### config.mk
export PLATFORM = sky130hd
export DESIGN_NAME = rr_grant_ctrl
export DESIGN_NICKNAME = d
export VERILOG_FILES = /design/src/rtl/rr_grant_pkg.sv /design/src/rtl/rr_select.sv /design/src/rtl/rr_grant_ctrl.sv
export SDC_FILE = /design/constraint.sdc
export NUM_CORES = 1
export LEC_CHECK = 0
export ABC_AREA = 1
export CAP_MARGIN = 20
export CORE_ASPECT_RATIO = 1.75
export CORE_MARGIN = 5
export CORE_UTILIZATION = 56
export CTS_BUF_LIST = sky130_fd_sc_hd__clkbuf_8
export DETAILED_ROUTE_END_ITERATION = 16
export PLACE_DENSITY = 0.77
export SETUP_SLACK_MARGIN = 0.4
export SLEW_MARGIN = 20
export SYNTH_ARGS = -nofsm -noshare
export SYNTH_HDL_FRONTEND = slang
export SYNTH_SLANG_ARGS = --single-unit
### constraint.sdc
create_clock -name clk -period 3.7 [get_ports clk]
set_clock_uncertainty 0.1 [all_clocks]
set_input_delay 0.555 -clock clk [delete_from_list [all_inputs] [get_ports clk]]
set_output_delay 0.555 -clock clk [all_outputs]
set_load 0.03 [all_outputs]
### src/rtl/rr_grant_pkg.sv
// Shared definitions for the round-robin grant controller.
//   NUM_REQ / IDX_W : requester count and index width
//   state_t         : controller FSM states
//   onehot_from_idx : binary index -> one-hot grant vector
package rr_grant_pkg;

    localparam int NUM_REQ = 4;
    localparam int IDX_W   = 2;

    typedef enum logic [0:0] {
        IDLE  = 1'b0,
        GRANT = 1'b1
    } state_t;

    function automatic logic [NUM_REQ-1:0] onehot_from_idx(input logic [IDX_W-1:0] idx);
        logic [NUM_REQ-1:0] vec;
        vec      = '0;
        vec[idx] = 1'b1;
        return vec;
    endfunction

endpackage

### src/rtl/rr_select.sv
// Circular first-set search over the request vector starting at ptr.
// Ports:
//   req     [3:0] in  request vector
//   ptr     [1:0] in  highest-priority position for this search
//   sel     [1:0] out index of the selected requester (0 when no request)
//   any_req       out at least one request bit is set
module rr_select
    import rr_grant_pkg::*;
(
    input  logic [NUM_REQ-1:0] req,
    input  logic [IDX_W-1:0]   ptr,
    output logic [IDX_W-1:0]   sel,
    output logic               any_req
);

    logic [NUM_REQ-1:0] rot;
    logic [IDX_W-1:0]   first;

    // Rotate so that position ptr lands at bit 0.
    always_comb begin
        rot = '0;
        for (int unsigned i = 0; i < NUM_REQ; i++) begin
            rot[IDX_W'(i)] = req[IDX_W'(i + ptr)];
        end
    end

    // Fixed-priority encode; scanning downwards leaves the lowest set bit.
    always_comb begin
        first = '0;
        for (int unsigned i = NUM_REQ; i > 0; i--) begin
            if (rot[IDX_W'(i - 1)]) begin
                first = IDX_W'(i - 1);
            end
        end
    end

    // Un-rotate back into absolute requester numbering (2-bit wrap).
    assign sel     = first + ptr;
    assign any_req = |req;

endmodule

### src/rtl/rr_grant_ctrl.sv
// Round-robin arbiter sharing one 4-way resource between four requesters.
// A grant is held until the owner signals done, drops its request, or the
// hold counter expires (forced release with a one-cycle timeout pulse).
// Ports:
//   clk             in  system clock, rising edge
//   rst             in  synchronous active-high reset
//   en              in  enables new grants (does not affect an active grant)
//   req       [3:0] in  request vector
//   done            in  owner finished; only looked at while busy
//   grant     [3:0] out one-hot grant, zero when idle
//   grant_idx [1:0] out index of current/last owner
//   busy            out grant active
//   timeout         out one-cycle pulse on forced release
module rr_grant_ctrl
    import rr_grant_pkg::*;
#(
    parameter int MAX_HOLD = 16,
    parameter int CNT_W    = 8
) (
    input  logic               clk,
    input  logic               rst,
    input  logic               en,
    input  logic [NUM_REQ-1:0] req,
    input  logic               done,
    output logic [NUM_REQ-1:0] grant,
    output logic [IDX_W-1:0]   grant_idx,
    output logic               busy,
    output logic               timeout
);

    state_t           state;
    logic [IDX_W-1:0] ptr;
    logic [CNT_W-1:0] hold_cnt;

    logic [IDX_W-1:0] sel;
    logic             any_req;
    logic             req_drop;
    logic             expired;
    logic             release_now;

    rr_select u_select (
        .req     (req),
        .ptr     (ptr),
        .sel     (sel),
        .any_req (any_req)
    );

    assign req_drop    = ~req[grant_idx];
    assign expired     = (hold_cnt == CNT_W'(MAX_HOLD - 1));
    assign release_now = done | req_drop | expired;

    always_ff @(posedge clk) begin
        if (rst) begin
            state     <= IDLE;
            ptr       <= '0;
            hold_cnt  <= '0;
            grant     <= '0;
            grant_idx <= '0;
            busy      <= 1'b0;
            timeout   <= 1'b0;
        end else begin
            timeout <= 1'b0;
            case (state)
                IDLE: begin
                    if (en && any_req) begin
                        state     <= GRANT;
                        grant_idx <= sel;
                        grant     <= onehot_from_idx(sel);
                        busy      <= 1'b1;
                        hold_cnt  <= '0;
                    end
                end
                GRANT: begin
                    if (release_now) begin
                        state   <= IDLE;
                        grant   <= '0;
                        busy    <= 1'b0;
                        ptr     <= grant_idx + 1'b1;
                        // Done or a dropped request wins over simultaneous expiry.
                        timeout <= expired & ~done & ~req_drop;
                    end else begin
                        hold_cnt <= hold_cnt + 1'b1;
                    end
                end
                default: state <= IDLE;
            endcase
        end
    end

endmodule

==> impl_metrics.yaml <==
status:
  status: "finished, final reports clean"
grt:
  groute.layer.met1.usage_pct: 18.3
  grt.met2_usage_pct: 39.7
  first_global_vias: 1238
  grt_use_met3_pct: 1.98
  grt-busiest-layer: "met2"
  gr-usage-all-layers_pct: 19.7
  initial_antenna_violation_count: 0
  global_route.overflow_total: 0
  grt_pass1_wl_um: 5060
  grt_max_degree: 17
power:
  vdd_drop_max_uv: 308
  power.share.combinational_pct: 29.3
  fin_total_pwr_uw: 534
  power_leakage_uw: 0.000619
  swShare_pct: 35.2
  powerDensity_nw_per_um2: 361
  power.switching_uw: 188
  intPower_uw: 346
  power.clock.fraction_pct: 27.9
  sequential_share_of_power_pct: 42.8
critical_path:
  worstSetupEndpointType: "flop"
  worstReg2RegEnd: "grant_idx[1]"
  critPathTopFamily: "buffers and inverters"
  worstPathMaxFanout: 4
  worst-endpoint-arrival_ns: 2.43
  cp_slowest_cell: "sky130_fd_sc_hd__clkdlybuf4s50_1"
  critical_path_buffer_and_inverter_count: 4
  critPathRequiredTime_ns: 3.76
  worst_r2r_startpoint: "ptr[0]"
  worstSetupPathType: "primary input to flop"
  slowest_stage_delay_cp_ns: 0.52
  cp_cell_sequence: "clkdlybuf4s50_1 > inv_1 > nand2_1 > nand2_1 > nand2_1 > nand2_1 > a31oi_1 > nor2_1 > ha_1 > xor2_1 > inv_1 > nand3_2 > nand2_2 > o21ai_2 > inv_1"
  reg2reg_depth: 14
  critical-path-top-cell-by-count: "sky130_fd_sc_hd__nand2_1"
  cp-start-kind: "primary input"
  worst-r2r-setup-slack_ns: 1.46
placement:
  globalplace.congestion: 0.800
  dp_area_sq_um: 1430
  place.port_buffers: 15
  placedCellCount: 208
  detailedPlacementHpwl_um: 2340
clocking:
  cts.sink_count: 19
  cts_setup_buffers: 0
  tritoncts: "yes"
  insertion_delay_ns: 0.26
  cts-root-to-sink-buffers: 2
  cts-root-buf: "sky130_fd_sc_hd__clkbuf_8"
  cts-buffers-inserted: 3
  cts.repair.resized: 0
  cts_htree_levels: 1
  post_cts_hold_buffer_count: 0
  clkTransAtPathRegs_ns: 0.07
timing:
  min_period_over_period_pct: 63.9
  crit_path_time_final_ns: 2.36
  hold_violations: 0
  worst_pin_slew_ns: 0.663
  timing.setup.tns_ns: 0
  maxSlewViolCount: 0
  finalSetupViolCount: 0
  relSlewSlack_pct: 55.6
  rsz_0062_raised_after_global_routing: "false"
  max_freq_ghz: 0.423
logic_synthesis:
  synthesis.instances: 171
  syn_avg_cell_area_sq_um: 7.45
  ys_ff_latch: 19
  synth_nets: 181
  postSynth.asyncResetShare_pct: 0
  synth_enable_flop_cells: 0
  synth_flop_cell: "sky130_fd_sc_hd__dfxtp_1"
  distinct_cells_synth: 31
  synth_sequential_area_ratio_pct: 29.9
  post_synth_instance_area_sq_um: 1270
  synth-warning-count: 0
drt:
  dr.pass1.iters: 5
  drc_errors: 0
  drt-total-wl_um: 2960
  post_drt_wl_per_cell_um: 14.0
  avgViaCountPerCell: 5.49
  antenna_violating_nets_post_route: 0
  via_count: 1163
  drt_iter0_markers: 25
finish:
  post_layout_nonfiller_instances: 212
  antenna_cells_inserted: 0
  fin_util_pct: 65.9
  share_of_cells_above_drive_strength_1_pct: 25.7
  finalNetCount: 198
  layout_common_cells: "45 x sky130_fd_sc_hd__nand2_1, 19 x sky130_fd_sc_hd__dfxtp_1, 15 x sky130_fd_sc_hd__clkdlybuf4s50_1, 14 x sky130_fd_sc_hd__inv_1, 13 x sky130_fd_sc_hd__nand2_2"
  layout.cells.most_common: "sky130_fd_sc_hd__nand2_1"
  area_growth_syn_to_layout_pct: 16.1
  layout.cell_area.non_filler_sq_um: 1480
die:
  chipWidth_um: 46.1
  floorplan.die.height_um: 73.1
  num_rows: 23
  top_level_ports: 16
  core_area_sq_um: 2240
  start_util_pct: 56.7
  die_area_sq_um: 3370
min_path:
  hold_path.startpoint: "grant[2]"
  holdPathEnd: "grant[2]"
  min_path_type: "flop to flop"
  worst_hold_path_depth: 2
run:
  maxCapViolations: 0
==> cell families after synthesis <==
family	Yosys count	synth area share, %
simple gates	100	42.8
compound gates	23	13.9
buf+inv	21	7.27
flops	19	29.9
xor+xnor	6	4.13
fa+ha+maj	2	1.96
==> power groups by stage <==
stage	logic [uW]	registers (uW)	clock network [uW]
2_1_floorplan	104	244	0
3_3_place_gp	152	233	0
3_5_place_dp	156	233	0
4_1_cts	156	228	150
5_1_grt	172	230	158
6_report	156	229	149
==> cells in the mapped netlist (2+ instances only) <==
| cell type | count | area share (%) |
|---|---|---|
| sky130_fd_sc_hd__a21oi_2 | 10 | 6.9 |
| sky130_fd_sc_hd__nand3_2 | 6 | 4.7 |
| sky130_fd_sc_hd__inv_1 | 14 | 4.1 |
| sky130_fd_sc_hd__a21oi_1 | 3 | 1.2 |
| sky130_fd_sc_hd__nand3_1 | 12 | 4.7 |
| sky130_fd_sc_hd__nor2_1 | 12 | 3.5 |
| sky130_fd_sc_hd__nand2_2 | 13 | 6.4 |
| sky130_fd_sc_hd__o21ai_1 | 3 | 1.2 |
| sky130_fd_sc_hd__ha_1 | 2 | 2.0 |
| sky130_fd_sc_hd__inv_2 | 3 | 0.88 |
| sky130_fd_sc_hd__nand4_1 | 4 | 2.0 |
| sky130_fd_sc_hd__xnor2_1 | 2 | 1.4 |
| sky130_fd_sc_hd__o21ai_2 | 3 | 2.1 |
| sky130_fd_sc_hd__nand2_4 | 2 | 1.8 |
| sky130_fd_sc_hd__dfxtp_1 | 19 | 30 |
| sky130_fd_sc_hd__xor2_1 | 4 | 2.8 |
| sky130_fd_sc_hd__nand2_1 | 45 | 13 |
==> per-layer routing <==
layer | routed length [um] | up-vias | share of wire, %
met3 | 77 | 8 | 2.6
met2 | 1710 | 24 | 58
met5 | 0 | - | 0
met1 | 1130 | 541 | 38
li1 | - | 590 | -
met4 | 46 | 0 | 1.6
==> worst max-delay path by stage <==
| stage | start | endpoint | cells past startpoint |
|---|---|---|---|
| final | req[2] | grant_idx[1] | 15 |
| after global routing | req[2] | grant_idx[1] | 15 |
| after CTS | req[2] | grant_idx[1] | 15 |
| after detailed placement | req[2] | grant_idx[1] | 15 |
| after global placement | req[2] | grant_idx[1] | 15 |
| after floorplan | req[1] | grant_idx[1] | 14 |
==> cell type report <==
class                           instances  area, sq um
Fill cell                             220          766
Clock buffer                            3         41.3
Tap cell                               25         31.3
Inverter                               18         70.1
Clock inverter                          1         5.00
Timing Repair Buffer                   15          150
Multi-Input combinational cell        131          801
Sequential cell                        19          380
==> worst min-delay path: stages, from the launching register on <==
cell and delay [ns]:
sky130_fd_sc_hd__dfxtp_1 0.32, sky130_fd_sc_hd__nand3_2 0.07, sky130_fd_sc_hd__a21oi_2 0.05
==> registers in the layout, indices dropped and copies added, names as in the netlist <==
signal     flops
hold_cnt       8
grant          4
grant_idx      2
timeout        1
busy           1
ptr            2
state          1
==> metrics by stage <==
step / hold WS (ns) / setup WS [ns]
after floorplan: 0.352 / 1.75
after global placement: 0.368 / 1.16
after detailed placement: 0.378 / 1.08
after CTS: 0.388 / 1.35
after global routing: 0.407 / 1.13
final: 0.384 / 1.34
Power figures use the tool's default switching activity.
